--- src/rtl/tlc_phase_seq.sv ---
// N-phase traffic light sequencer: GREEN -> YELLOW -> ALLRED per phase,
// one shared timer, demand-driven phase skipping off-peak, round-robin in peak.
module tlc_phase_seq #(
  parameter int NUM_PHASES = 3,
  parameter int TW         = 6,
  parameter int G_PEAK     = 32,
  parameter int G_OFF      = 16,
  parameter int YEL        = 4,
  parameter int ALLRED     = 4,
  parameter logic [NUM_PHASES-1:0] MINOR_MASK = 3'b100
) (
  input  logic                    clk,
  input  logic                    reset,
  input  logic                    peak,
  input  logic [NUM_PHASES-1:0]   sensor,
  output logic [2*NUM_PHASES-1:0] lights,
  output logic [2:0]              phase,
  output logic [1:0]              state,
  output logic                    cycle_start
);

  typedef enum logic [1:0] {
    ST_GREEN  = 2'd0,
    ST_YELLOW = 2'd1,
    ST_ALLRED = 2'd2
  } state_t;

  // Exit compares are against duration-1 so a state lasts exactly its duration.
  localparam logic [TW-1:0] GP_LAST       = TW'(G_PEAK - 1);
  localparam logic [TW-1:0] GP_MINOR_LAST = TW'((G_PEAK >> 1) - 1);
  localparam logic [TW-1:0] GO_LAST       = TW'(G_OFF - 1);
  localparam logic [TW-1:0] GO_MINOR_LAST = TW'((G_OFF >> 1) - 1);
  localparam logic [TW-1:0] YEL_LAST      = TW'(YEL - 1);
  localparam logic [TW-1:0] ALLRED_LAST   = TW'(ALLRED - 1);
  // Phase 0 never latches demand, so its bit is masked off everywhere.
  localparam logic [NUM_PHASES-1:0] NONMAIN_MASK = ~NUM_PHASES'(1);

  state_t                    state_q, state_d;
  logic [2:0]                phase_q, phase_d;
  logic [TW-1:0]             timer_q, timer_d;
  logic [NUM_PHASES-1:0]     demand_q, demand_d;
  logic                      peak_lat_q, peak_lat_d;
  logic [2*NUM_PHASES-1:0]   lights_q, lights_d, lights_rst;
  logic                      cycle_start_q, cycle_start_d;

  logic [NUM_PHASES-1:0]     is_cur, is_next;
  logic                      minor_cur;
  logic [TW-1:0]             green_last;
  logic [2:0]                next_off, next_peak, next_sel;
  logic                      demand_any;
  logic                      enter_green;

  // Per-phase decode of current/next phase, light bus and demand update.
  generate
    for (genvar gi = 0; gi < NUM_PHASES; gi++) begin : g_phase
      assign is_cur[gi]  = (phase_q == 3'(gi));
      assign is_next[gi] = (phase_d == 3'(gi));
      assign lights_d[2*gi +: 2]   = is_next[gi] ? state_d : 2'd2;
      assign lights_rst[2*gi +: 2] = (gi == 0) ? 2'd0 : 2'd2;
      if (gi == 0) begin : g_main
        assign demand_d[gi] = 1'b0;
      end else begin : g_side
        // Clearing on GREEN entry wins; a sensor still high afterwards re-latches.
        assign demand_d[gi] = (enter_green && is_next[gi]) ? 1'b0
                                                           : (demand_q[gi] | sensor[gi]);
      end
    end
  endgenerate

  assign minor_cur  = |(is_cur & MINOR_MASK);
  // Current sensor levels count too, so a pulse ends main-road rest on the next edge.
  assign demand_any = |((demand_q | sensor) & NONMAIN_MASK);
  assign next_peak  = (phase_q == 3'(NUM_PHASES - 1)) ? 3'd0 : phase_q + 3'd1;
  assign next_sel   = peak_lat_q ? next_peak : next_off;

  // Green length for the phase being served, from the mode latched at its entry.
  always_comb begin
    case ({peak_lat_q, minor_cur})
      2'b11:   green_last = GP_MINOR_LAST;
      2'b10:   green_last = GP_LAST;
      2'b01:   green_last = GO_MINOR_LAST;
      default: green_last = GO_LAST;
    endcase
  end

  // Off-peak choice: lowest demanding phase above the current one, else main road.
  always_comb begin
    next_off = 3'd0;
    for (int i = NUM_PHASES - 1; i >= 1; i--) begin
      if (demand_q[i] && (3'(i) > phase_q)) next_off = 3'(i);
    end
  end

  // Next-state logic: timer-driven GREEN -> YELLOW -> ALLRED -> GREEN(next).
  always_comb begin
    state_d       = state_q;
    phase_d       = phase_q;
    timer_d       = timer_q + 1'b1;
    peak_lat_d    = peak_lat_q;
    cycle_start_d = 1'b0;
    enter_green   = 1'b0;
    case (state_q)
      ST_GREEN: begin
        if (timer_q == green_last) begin
          if (!peak_lat_q && (phase_q == 3'd0) && !demand_any) begin
            timer_d = timer_q;  // main-road rest: hold with saturated timer
          end else begin
            state_d = ST_YELLOW;
            timer_d = '0;
          end
        end
      end
      ST_YELLOW: begin
        if (timer_q == YEL_LAST) begin
          state_d = ST_ALLRED;
          timer_d = '0;
        end
      end
      ST_ALLRED: begin
        if (timer_q == ALLRED_LAST) begin
          state_d       = ST_GREEN;
          phase_d       = next_sel;
          timer_d       = '0;
          peak_lat_d    = peak;
          enter_green   = 1'b1;
          cycle_start_d = (next_sel == 3'd0);
        end
      end
      default: begin
        // Unreachable encoding: fall back to a safe all-red clearance.
        state_d = ST_ALLRED;
        timer_d = '0;
      end
    endcase
  end

  // State, timer, demand and registered output update.
  always_ff @(posedge clk) begin
    if (reset) begin
      state_q       <= ST_GREEN;
      phase_q       <= 3'd0;
      timer_q       <= '0;
      demand_q      <= '0;
      peak_lat_q    <= peak;
      lights_q      <= lights_rst;
      cycle_start_q <= 1'b0;
    end else begin
      state_q       <= state_d;
      phase_q       <= phase_d;
      timer_q       <= timer_d;
      demand_q      <= demand_d;
      peak_lat_q    <= peak_lat_d;
      lights_q      <= lights_d;
      cycle_start_q <= cycle_start_d;
    end
  end

  assign lights      = lights_q;
  assign phase       = phase_q;
  assign state       = state_q;
  assign cycle_start = cycle_start_q;

endmodule

--- config.mk ---
export PLATFORM = sky130hd
export DESIGN_NAME = tlc_phase_seq
export DESIGN_NICKNAME = d
export VERILOG_FILES = /design/src/rtl/tlc_phase_seq.sv
export SDC_FILE = /design/constraint.sdc
export NUM_CORES = 1
export LEC_CHECK = 0
export ABC_AREA = 1
export CAP_MARGIN = 20
export CORE_UTILIZATION = 37
export DETAILED_ROUTE_END_ITERATION = 12
export DONT_BUFFER_PORTS = 1
export GPL_TIMING_DRIVEN = 1
export PLACE_DENSITY = 0.52
export SETUP_SLACK_MARGIN = 0.02
export SKIP_LAST_GASP = 1
export SLEW_MARGIN = 20
export SYNTH_ARGS = -nofsm -noshare
export SYNTH_HDL_FRONTEND = slang
export SYNTH_SLANG_ARGS = --single-unit
--- constraint.sdc ---
create_clock -name clk -period 2.25 [get_ports clk]
set_clock_uncertainty 0.2 [all_clocks]
set_input_delay 0.225 -clock clk [delete_from_list [all_inputs] [get_ports clk]]
set_output_delay 0.225 -clock clk [all_outputs]
set_load 0.02 [all_outputs]
# [Word level (Yosys, flattened, before mapping)]
# Index checks and enable logic that the tools add are counted.
[totals] reg_bits=22 latch_bits=0 ram_bits=0 rom_bits=0 output_inout_bits=12 mem_count=0
[op_classes] add_sub_neg=2 n_mul=0 n_div=0 magnitude_cmp=2 eq_ne=10 n_shift=0 n_mux=22 bitwise_logic=8 n_reduce_logical=23
[op_table] cell="$mux W6" count=3
[op_table] cell="$mux W3" count=5
[op_table] cell="$reduce_or A2 Y1" count=7
[op_table] cell="$mux W2" count=6
[op_table] cell="$pmux W6 S2" count=1
[op_table] cell="$pmux W5 S2" count=1
[op_table] cell="$logic_not A3 Y1" count=3
[op_table] cell="$add A6 B1 Y6 const B" count=1
[op_table] cell="$eq A3 B2 Y1 const B" count=2
[op_table] cell="$eq A6 B2 Y1 const B" count=1
[op_table] cell="$eq A6 B5 Y1" count=1
[op_table] cell="$logic_and A1 B1 Y1" count=6
[op_table] cell="$pmux W2 S3" count=1
[op_table] cell="$mux W1" count=5
[op_table] cell="$not A1 Y1" count=5
[op_table] cell="$eq A2 B1 Y1 const B" count=2
[op_table] cell="$eq A2 B2 Y1 const B" count=2
[op_table] cell="$reduce_bool A2 Y1" count=2
[op_table] cell="$add A3 B1 Y3 const B" count=1
[op_table] cell="$eq A3 B1 Y1 const B" count=1
[op_table] cell="$gt A1 B3 Y1 const A" count=1
[op_table] cell="$gt A2 B3 Y1 const A" count=1
[op_table] cell="$ne A3 B3 Y1 const B" count=1
[op_table] cell="$or A3 B3 Y3" count=1
[op_table] cell="5 further kinds" count=7

# [Longest topological paths before layout]
# Gate-level depths: netlist of run 1.
[logic_depth] word_depth=10 depth_mapped=11 ltp_nobuf=11

# [Worst setup path before layout of run 1]
# OpenSTA, ideal clock, no wires.
[synth_timing] kind="flip-flop to flip-flop" from="register state_q[0] (netlist: state[0])" to="register demand_q[2]" setup_time_ns=0.109 t_arrival_ns=1.517 required_time_ns=1.941 path_slack_ns=0.424 path_stages_with_launch=11 n_path_buf=0 period_less_slack_ns=1.826 cell_sequence="dfxtp_1 > inv_1 > ha_1 > inv_1 > nor2_8 > o21ai_2 > inv_2 > nor2_4 > nand3_1 > nand2_1 > inv_1"
[synth_between] elab_chain_cells=5 elab_cells_between_ends=6 cone_classes="eq/ne (2); mux (2); reduce/logical (2)"
[synth_lines] item="start: declaration" line_no="38" rtl="state_t state_q, state_d;"
[synth_lines] item="start signal: assignment" line_no="148" rtl="state_q <= state_d;"
[synth_lines] item="$eq A2 B2 Y1 *" line_no="102" rtl="case (state_q)"
[synth_lines] item="$mux W3" line_no="102"
[synth_lines] item="$eq A3 B2 Y1" line_no="57" rtl="assign is_next[gi] = (phase_d == 3'(gi));"
[synth_lines] item="$logic_and A1 B1 Y1 *" line_no="64" rtl="assign demand_d[gi] = (enter_green && is_next[gi]) ? 1'b0"
[synth_lines] item="$reduce_or A2 Y1 (no source line) *"
[synth_lines] item="end signal: assignment" line_no="151" rtl="demand_q <= demand_d;"
[synth_lines] item="end: declaration" line_no="41" rtl="logic [NUM_PHASES-1:0] demand_q, demand_d;"
# Mark *: on every way between the ends. The rest lies on a longest branch, timed or not.
# A chain may end at the register's enable or synchronous reset.

# [Worst setup path after layout of run 1]
[layout_timing] from="register phase_q[1] (netlist: phase[1])" to="register timer_q[1]"
[layout_between] elab_chain_cells=6 elab_cells_between_ends=11 cone_classes="eq/ne (5); mux (3); reduce/logical (3)"
[layout_lines] item="start: declaration" line_no="39" rtl="logic [2:0] phase_q, phase_d;"
[layout_lines] item="start signal: assignment" line_no="149" rtl="phase_q <= phase_d;"
[layout_lines] item="$eq A3 B2 Y1" line_no="56" rtl="assign is_cur[gi] = (phase_q == 3'(gi));"
[layout_lines] item="$eq A2 B1 Y1 / $eq A2 B2 Y1 (equally long branches)" line_no="78" rtl="case ({peak_lat_q, minor_cur})"
[layout_lines] item="$pmux W5 S2" line_no="78"
[layout_lines] item="$eq A6 B5 Y1" line_no="104" rtl="if (timer_q == green_last) begin"
[layout_lines] item="$mux W6" line_no="104"
[layout_lines] item="$pmux W6 S2" line_no="102"
[layout_lines] item="end signal: assignment" line_no="150" rtl="timer_q <= timer_d;"
[layout_lines] item="end: declaration" line_no="40" rtl="logic [TW-1:0] timer_q, timer_d;"
# Parallel ways exist; a longest one is shown, timed or not.

==> results of run 1 <==
logic make-up after synthesis:
| logic type | Yosys count |
|---|---|
| DFF | 21 |
| AOI/OAI and AO/OA | 22 |
| buffers and inverters | 29 |
| and+or+nand+nor | 88 |
| adders and majority gates | 5 |
area by class of cell:
class	instances	area [µm²]
multi-input cells	115	630.6
well taps	44	55.05
inverters	27	101.3
fillers	326	1727
clock inverters	1	6.256
repair buffers	6	55.05
flip-flops and latches	21	430.4
clock buffers	3	22.52
power breakdown:
part	total (µW)	internal, µW	switching, µW	leakage (µW)
logic	86.0	33.8	52.2	0.000431
registers	401	388	13.4	0.000172
clock network	194	68.9	125	0.0000183
total	681	490	190	0.000621
metal layers:
metal	track usage	vias up
li1	-	543
met1	0.2209	452
met2	0.2430	13
met3	0.05357	2
met4	0.05102	0
met5	0	-
cell usage in the layout (no fill, tap or decap), types with 2 or more instances in the layout:
| cell type | n |
|---|---|
| sky130_fd_sc_hd__nand2_1 | 33 |
| sky130_fd_sc_hd__nor2_1 | 23 |
| sky130_fd_sc_hd__inv_1 | 22 |
| sky130_fd_sc_hd__dfxtp_1 | 20 |
| sky130_fd_sc_hd__nand3_1 | 18 |
| sky130_fd_sc_hd__a21oi_1 | 7 |
| sky130_fd_sc_hd__inv_2 | 5 |
| sky130_fd_sc_hd__o21ai_2 | 5 |
| sky130_fd_sc_hd__ha_1 | 5 |
| sky130_fd_sc_hd__o21ai_1 | 4 |
| sky130_fd_sc_hd__o21ai_0 | 4 |
| sky130_fd_sc_hd__dlygate4sd3_1 | 4 |
| sky130_fd_sc_hd__nor2_4 | 3 |
| sky130_fd_sc_hd__clkbuf_4 | 3 |
| sky130_fd_sc_hd__nand2_2 | 2 |
| sky130_fd_sc_hd__nor2_2 | 2 |
| sky130_fd_sc_hd__buf_4 | 2 |
registers in the layout, summed over array words and instances (netlist names):
signal and cells:
demand_q 2, cycle_start 1, phase 3, timer_q 6
state 2, peak_lat_q 1, lights 6
what timing repair did:
action | CTS | global route
hold buffers | 4 | 0
setup buffers | 0 | 0
hold endpoints to repair | 17 | 0
stage by stage:
stage          hold WS [ns]  worst slack (ns)  instance area, µm²  instances
3_3_place_gp        0.09958            0.3474                1232        209
6_report             0.2958            0.2628                1301        217
2_1_floorplan        0.1035            0.4238                1171        165
3_5_place_dp         0.1018            0.3295                1232        209
5_1_grt              0.3209           0.08102                1301        217
4_1_cts              0.2964            0.2816                1301        217
how the worst min path moves through the flow:
| stage | cells past startpoint | to | slack, ns |
|---|---|---|---|
| global placement | 1 | timer_q[3] | 0.1 |
| CTS | 2 | timer_q[0] | 0.30 |
| finish | 2 | timer_q[0] | 0.30 |
| detailed placement | 1 | phase[2] | 0.10 |
| floorplan | 1 | cycle_start | 0.10 |
| global route | 2 | timer_q[0] | 0.32 |
worst min-delay path: stages (launching register included):
cell,delay [ns]
sky130_fd_sc_hd__dfxtp_1,0.36
sky130_fd_sc_hd__inv_1,0.06
sky130_fd_sc_hd__a21oi_1,0.05
==> impl_metrics.py, run 1 <==
metrics = {
    "status": {
        "outcome": "finished, final reports clean",
    },
    "global_route": {
        "grt_start_max_net_pins": 14,
        "grt_antenna_before_repair": 0,
        "global_route.usage.total": 0.1624,
        "vias_in_the_first_global_route": 888,
        "overflow": 0,
        "global_route_wire_length_before_repair_mm": 4.167,
    },
    "critical_path": {
        "timing.critical_path.max_delay_family": "simple AND/OR/NAND/NOR gates",
        "worstPathMaxFanout": 10,
        "data_required_time_of_the_worst_path_ns": 2.25,
        "kind_of_critical_path": "reg2reg",
        "crit_path_max_incr_delay_ns": 0.68,
        "cp-startpoint": "phase[1]",
        "cp_data_arrival_time_ns": 1.99,
        "cp_cell_sequence": "nand2_1 > nand3_1 > nand3_1 > nor2_4 > nand3_2 > nand2_1 > nor2_1 > nor2_1 > nor2_1",
        "worstReg2RegStart": "phase[1]",
        "cp_num_cells": 9,
        "crit_path_frequent_cell": "sky130_fd_sc_hd__nor2_1",
        "worst_setup_path_end_kind": "flop",
        "rr_endpoint": "timer_q[1]",
        "cp.buffers_inverters": 0,
        "worstSetupStartpointType": "flop",
        "number_of_cells_on_the_worst_reg_to_reg_path": 9,
        "timing.critical_path.to": "timer_q[1]",
        "slowest_stage": "sky130_fd_sc_hd__dfxtp_1",
        "regToRegSetupSlack_ns": 0.26,
    },
    "routing": {
        "detail_route.first_pass.iterations": 4,
        "detail-route-antenna-nets": 0,
        "wirelength_met1_mm": 1.276,
        "drtIter0Drc": 31,
        "dr_wl_met2_mm": 1.123,
        "avgViaCountPerCell": 4.654,
        "drc_markers": 0,
        "dr_wl_met3_um": 109,
        "total_number_of_vias": 1010,
        "wl_per_cell_um": 11.68,
        "routed.top_layer": "met4",
        "postRouteWirelength_mm": 2.535,
    },
    "yosys": {
        "synth.mux.area_fraction": 0,
        "yosys.cell_count.top_type": "sky130_fd_sc_hd__nand2_1",
        "synth.yosys.warnings": 0,
        "number_of_instances_in_the_synthesized_netlist": 165,
        "mappedNetlistNets": 176,
        "netlist-cell-type-count": 26,
        "synth.largest_area_cell": "sky130_fd_sc_hd__dfxtp_1",
        "yosys.area_share.simple": 0.3718,
        "synth_top_family_by_area": "simple AND/OR/NAND/NOR gates",
        "synth.top_cells.by_area": "sky130_fd_sc_hd__dfxtp_1 (34%), sky130_fd_sc_hd__nand2_1 (11%), sky130_fd_sc_hd__nand3_1 (7.7%)",
        "synthXorXnorAreaFrac": 0,
        "synth_top_flop_cell": "sky130_fd_sc_hd__dfxtp_1",
        "syn_avg_cell_area_um2": 7.098,
        "post_synth_fa_ha_maj_area_fraction": 0.05342,
        "synth-seq-cells": 21,
        "synth_enable_flop_cells": 1,
        "synth_compound_area_frac": 0.1132,
        "ys_seq_area_frac": 0.3675,
        "async_reset_ff_frac": 0,
        "yosys-top-cells-count": "sky130_fd_sc_hd__nand2_1 (33), sky130_fd_sc_hd__nor2_1 (23), sky130_fd_sc_hd__inv_1 (22), sky130_fd_sc_hd__dfxtp_1 (20), sky130_fd_sc_hd__nand3_1 (18)",
        "synth.top_cell.area_share": 0.3419,
        "syn-cell-area_um2": 1171,
    },
    "place": {
        "placement.io_buffers": 0,
        "gp_congestion": 0.7963,
        "dpl.hpwl_mm": 1.905,
    },
    "clocking": {
        "cts.reportedPaths.clkPinSlew_ns": 0.13,
        "cts_inserted_buffers": 3,
        "ctsRootBufferMaster": "sky130_fd_sc_hd__clkbuf_4",
        "cts.htree.levels": 1,
        "postCtsResizedCells": 0,
        "cts_tree": "done",
        "insertion_delay_ns": 0.31,
        "clk_path_buf_depth": 2,
        "clkSinkCount": 21,
    },
    "sta": {
        "timing.final.crit_share": 0.8832,
        "report.final.hold_viol_count": 0,
        "max_freq_ghz": 0.5032,
        "slew_violations": 0,
        "max_slew.worst_pin.slew_ns": 0.5363,
        "sum_of_negative_setup_slack_ns": 0,
        "setup_repair_after_global_routing_missed_its_margin": "no",
        "timing.final.crit_period_ns": 1.987,
        "slew_headroom": 0.6420,
        "finalSetupViolCount": 0,
    },
    "power_and_ir_drop": {
        "power.leakage_uw": 0.0006212,
        "power.density_nw_per_um2": 523.1,
        "ir_drop_mv": 0.3020,
        "design_power_total_uw": 680.7,
    },
    "flow_run": {
        "maxCapViolations": 0,
    },
    "min_path": {
        "worstHoldStart": "timer_q[0]",
        "worst_hold_path_type": "reg2reg",
    },
    "die": {
        "dieWidth_um": 58.26,
        "standard_cell_core_area_um2": 3028,
        "core.rowCount": 20,
        "die_area_um2": 3394,
        "num_io_pins": 18,
        "die_y_um": 58.26,
        "start_util": 0.3868,
    },
    "finish": {
        "insertedDiodeCount": 0,
        "finish.utilization": 0.4298,
        "post_route_cells_drive_above_1_share": 0.1503,
        "design.final.nets": 185,
        "syn2layout_area_growth_pct": 11.11,
    },
}
No activity file was read; power rests on OpenSTA's default activity.
==> run 2: changes to the inputs <==
--- a/config.mk
+++ b/config.mk
@@ -7,6 +7,7 @@
 export LEC_CHECK = 0
 export ABC_AREA = 1
 export CAP_MARGIN = 20
+export CORE_MARGIN = 3
 export CORE_UTILIZATION = 37
 export DETAILED_ROUTE_END_ITERATION = 12
 export DONT_BUFFER_PORTS = 1
==> run 2 against run 1 <==
Non-clock buffer count grew 4. Count of clock-buffer cells in the layout unchanged. Cell area is 2.1% higher. Utilization up 3.2 points. Sequential share of layout area shrank 0.69 points. Largest power group unchanged. Highest routed layer unchanged. Critical path depth grew 1.
==> impl_metrics.py, run 2 (same netlist as run 1, synthesis figures left out) <==
metrics = {
    "routing": {
        "drtIter0Drc": 33,
        "drc_markers": 0,
        "detail_route.first_pass.iterations": 4,
        "avgViaCountPerCell": 4.566,
        "wl_per_cell_um": 11.18,
        "detail-route-antenna-nets": 0,
        "postRouteWirelength_mm": 2.449,
        "total_number_of_vias": 1000,
    },
    "power_and_ir_drop": {
        "power.leakage_uw": 0.0006419,
        "ir_drop_mv": 0.3168,
        "power.density_nw_per_um2": 513.5,
    },
    "sta": {
        "timing.final.crit_period_ns": 1.936,
        "sum_of_negative_setup_slack_ns": 0,
        "timing.final.crit_share": 0.8603,
        "max_freq_ghz": 0.5166,
        "slew_headroom": 0.6542,
        "report.final.hold_viol_count": 0,
        "slew_violations": 0,
        "max_slew.worst_pin.slew_ns": 0.5171,
        "hold-worst-slack_ns": 0.3021,
        "setup_repair_after_global_routing_missed_its_margin": "no",
        "finalSetupViolCount": 0,
    },
    "finish": {
        "insertedDiodeCount": 0,
        "post_route_cells_drive_above_1_share": 0.1695,
        "design.final.nets": 189,
        "syn2layout_area_growth_pct": 13.46,
        "final_cells": 219,
        "post-route-cell-area_um2": 1329,
        "most-common-layout-cells": "sky130_fd_sc_hd__nand2_1 (33), sky130_fd_sc_hd__nor2_1 (23), sky130_fd_sc_hd__inv_1 (22), sky130_fd_sc_hd__dfxtp_1 (20), sky130_fd_sc_hd__nand3_1 (18)",
        "final_common_cell": "sky130_fd_sc_hd__nand2_1",
    },
    "critical_path": {
        "kind_of_critical_path": "reg2reg",
        "worstSetupStartpointType": "flop",
        "number_of_cells_on_the_worst_reg_to_reg_path": 10,
        "worst_setup_path_end_kind": "flop",
        "worstPathMaxFanout": 8,
        "rr_endpoint": "demand_q[2]",
        "cp-startpoint": "timer_q[0]",
        "worstReg2RegStart": "timer_q[0]",
        "cp_data_arrival_time_ns": 1.96,
        "data_required_time_of_the_worst_path_ns": 2.27,
        "regToRegSetupSlack_ns": 0.31,
    },
    "die": {
        "die_area_um2": 3876,
        "start_util": 0.4071,
        "standard_cell_core_area_um2": 2877,
        "num_io_pins": 18,
        "dieWidth_um": 62.26,
        "die_y_um": 62.26,
        "core.rowCount": 19,
    },
    "clocking": {
        "cts.reportedPaths.clkPinSlew_ns": 0.13,
        "cts_inserted_buffers": 3,
        "postCtsResizedCells": 0,
        "ctsRootBufferMaster": "sky130_fd_sc_hd__clkbuf_4",
        "insertion_delay_ns": 0.30,
        "cts_tree": "done",
        "cts.htree.levels": 1,
        "clk_path_buf_depth": 2,
        "clkSinkCount": 21,
    },
    "global_route": {
        "overflow": 0,
        "grt_busiest_layer": "met2",
        "global_route_wire_length_before_repair_mm": 4.416,
        "use_met2": 0.2003,
        "globalRouteMet3Util": 0.04865,
        "vias_in_the_first_global_route": 979,
        "grt_start_max_net_pins": 14,
        "grt_antenna_before_repair": 0,
        "grt_util_met1": 0.1905,
        "global_route.usage.total": 0.1378,
    },
    "min_path": {
        "worst_hold_path_type": "reg2reg",
        "hold-path-cell-count": 2,
        "min_delay_worst_endpoint": "timer_q[0]",
        "worstHoldStart": "timer_q[0]",
    },
    "flow_run": {
        "maxCapViolations": 0,
    },
    "place": {
        "dpl-instance-area_um2": 1260,
        "placed_cells_incl_taps": 211,
        "gp_congestion": 0.7940,
        "dpl.hpwl_mm": 1.907,
        "placement.io_buffers": 0,
    },
    "status": {
        "outcome": "finished, final reports clean",
    },
}
[run 2: cell types whose count changed in the layout (fill, tap and decap cells not counted)]
cell	delta
sky130_fd_sc_hd__buf_4	+4
[run 2: how the worst max path moves through the flow]
stage,to,depth (start not counted)
5_1_grt,demand_q[2],10
3_5_place_dp,demand_q[2],10
6_report,demand_q[2],10
4_1_cts,demand_q[2],10
3_3_place_gp,demand_q[2],10
2_1_floorplan,demand_q[2],10
[run 2: per-layer routing]
layer | wire length [µm] | part of all wire | vias up
met2 | 979 | 0.40 | 15
met3 | 97 | 0.040 | 4
li1 | - | - | 558
met4 | 31 | 0.013 | 0
met5 | 0 | 0 | -
met1 | 1341 | 0.55 | 423
[run 2: timing repair]
item | 4_1_cts | 5_1_grt
hold buffers | 4 | 0
setup buffers | 0 | 0
setup endpoints to repair | 0 | 0
endpoints found under the hold margin | 17 | 0
[run 2: stage by stage]
step	worst slack [ns]	util	total power [µW]
after global placement	0.3603	0.4380	489.4
after global routing	0.1281	0.4619	733.1
after floorplan	0.4238	-	473.0
final	0.3143	0.4619	682.4
after detailed placement	0.3174	0.4380	490.4
after CTS	0.2970	0.4619	694.1
[run 2: cell type report]
type	count	area [µm²]
Clock buffer	3	22.52
Clock inverter	1	6.256
Fill cell	300	1548
Inverter	27	101.3
Multi-Input combinational cell	115	630.6
Sequential cell	21	430.4
Tap cell	42	52.55
Timing Repair Buffer	10	85.08
[run 2: critical path, stage by stage, from the launching register on]
cell	delay [ns]
sky130_fd_sc_hd__dfxtp_1	0.40
sky130_fd_sc_hd__ha_1	0.26
sky130_fd_sc_hd__nand4_4	0.19
sky130_fd_sc_hd__nor2_8	0.18
sky130_fd_sc_hd__nand2_2	0.09
sky130_fd_sc_hd__o21ai_2	0.10
sky130_fd_sc_hd__inv_2	0.07
sky130_fd_sc_hd__nor2_4	0.16
sky130_fd_sc_hd__nand3_1	0.10
sky130_fd_sc_hd__nand2_1	0.07
sky130_fd_sc_hd__inv_1	0.03
[run 2: power breakdown]
group / leakage, µW / switching [µW] / internal, µW
sequential: 0.000172 / 12.8 / 388
clock: 0.0000183 / 123 / 68.9
combinational: 0.000451 / 53.7 / 36.7
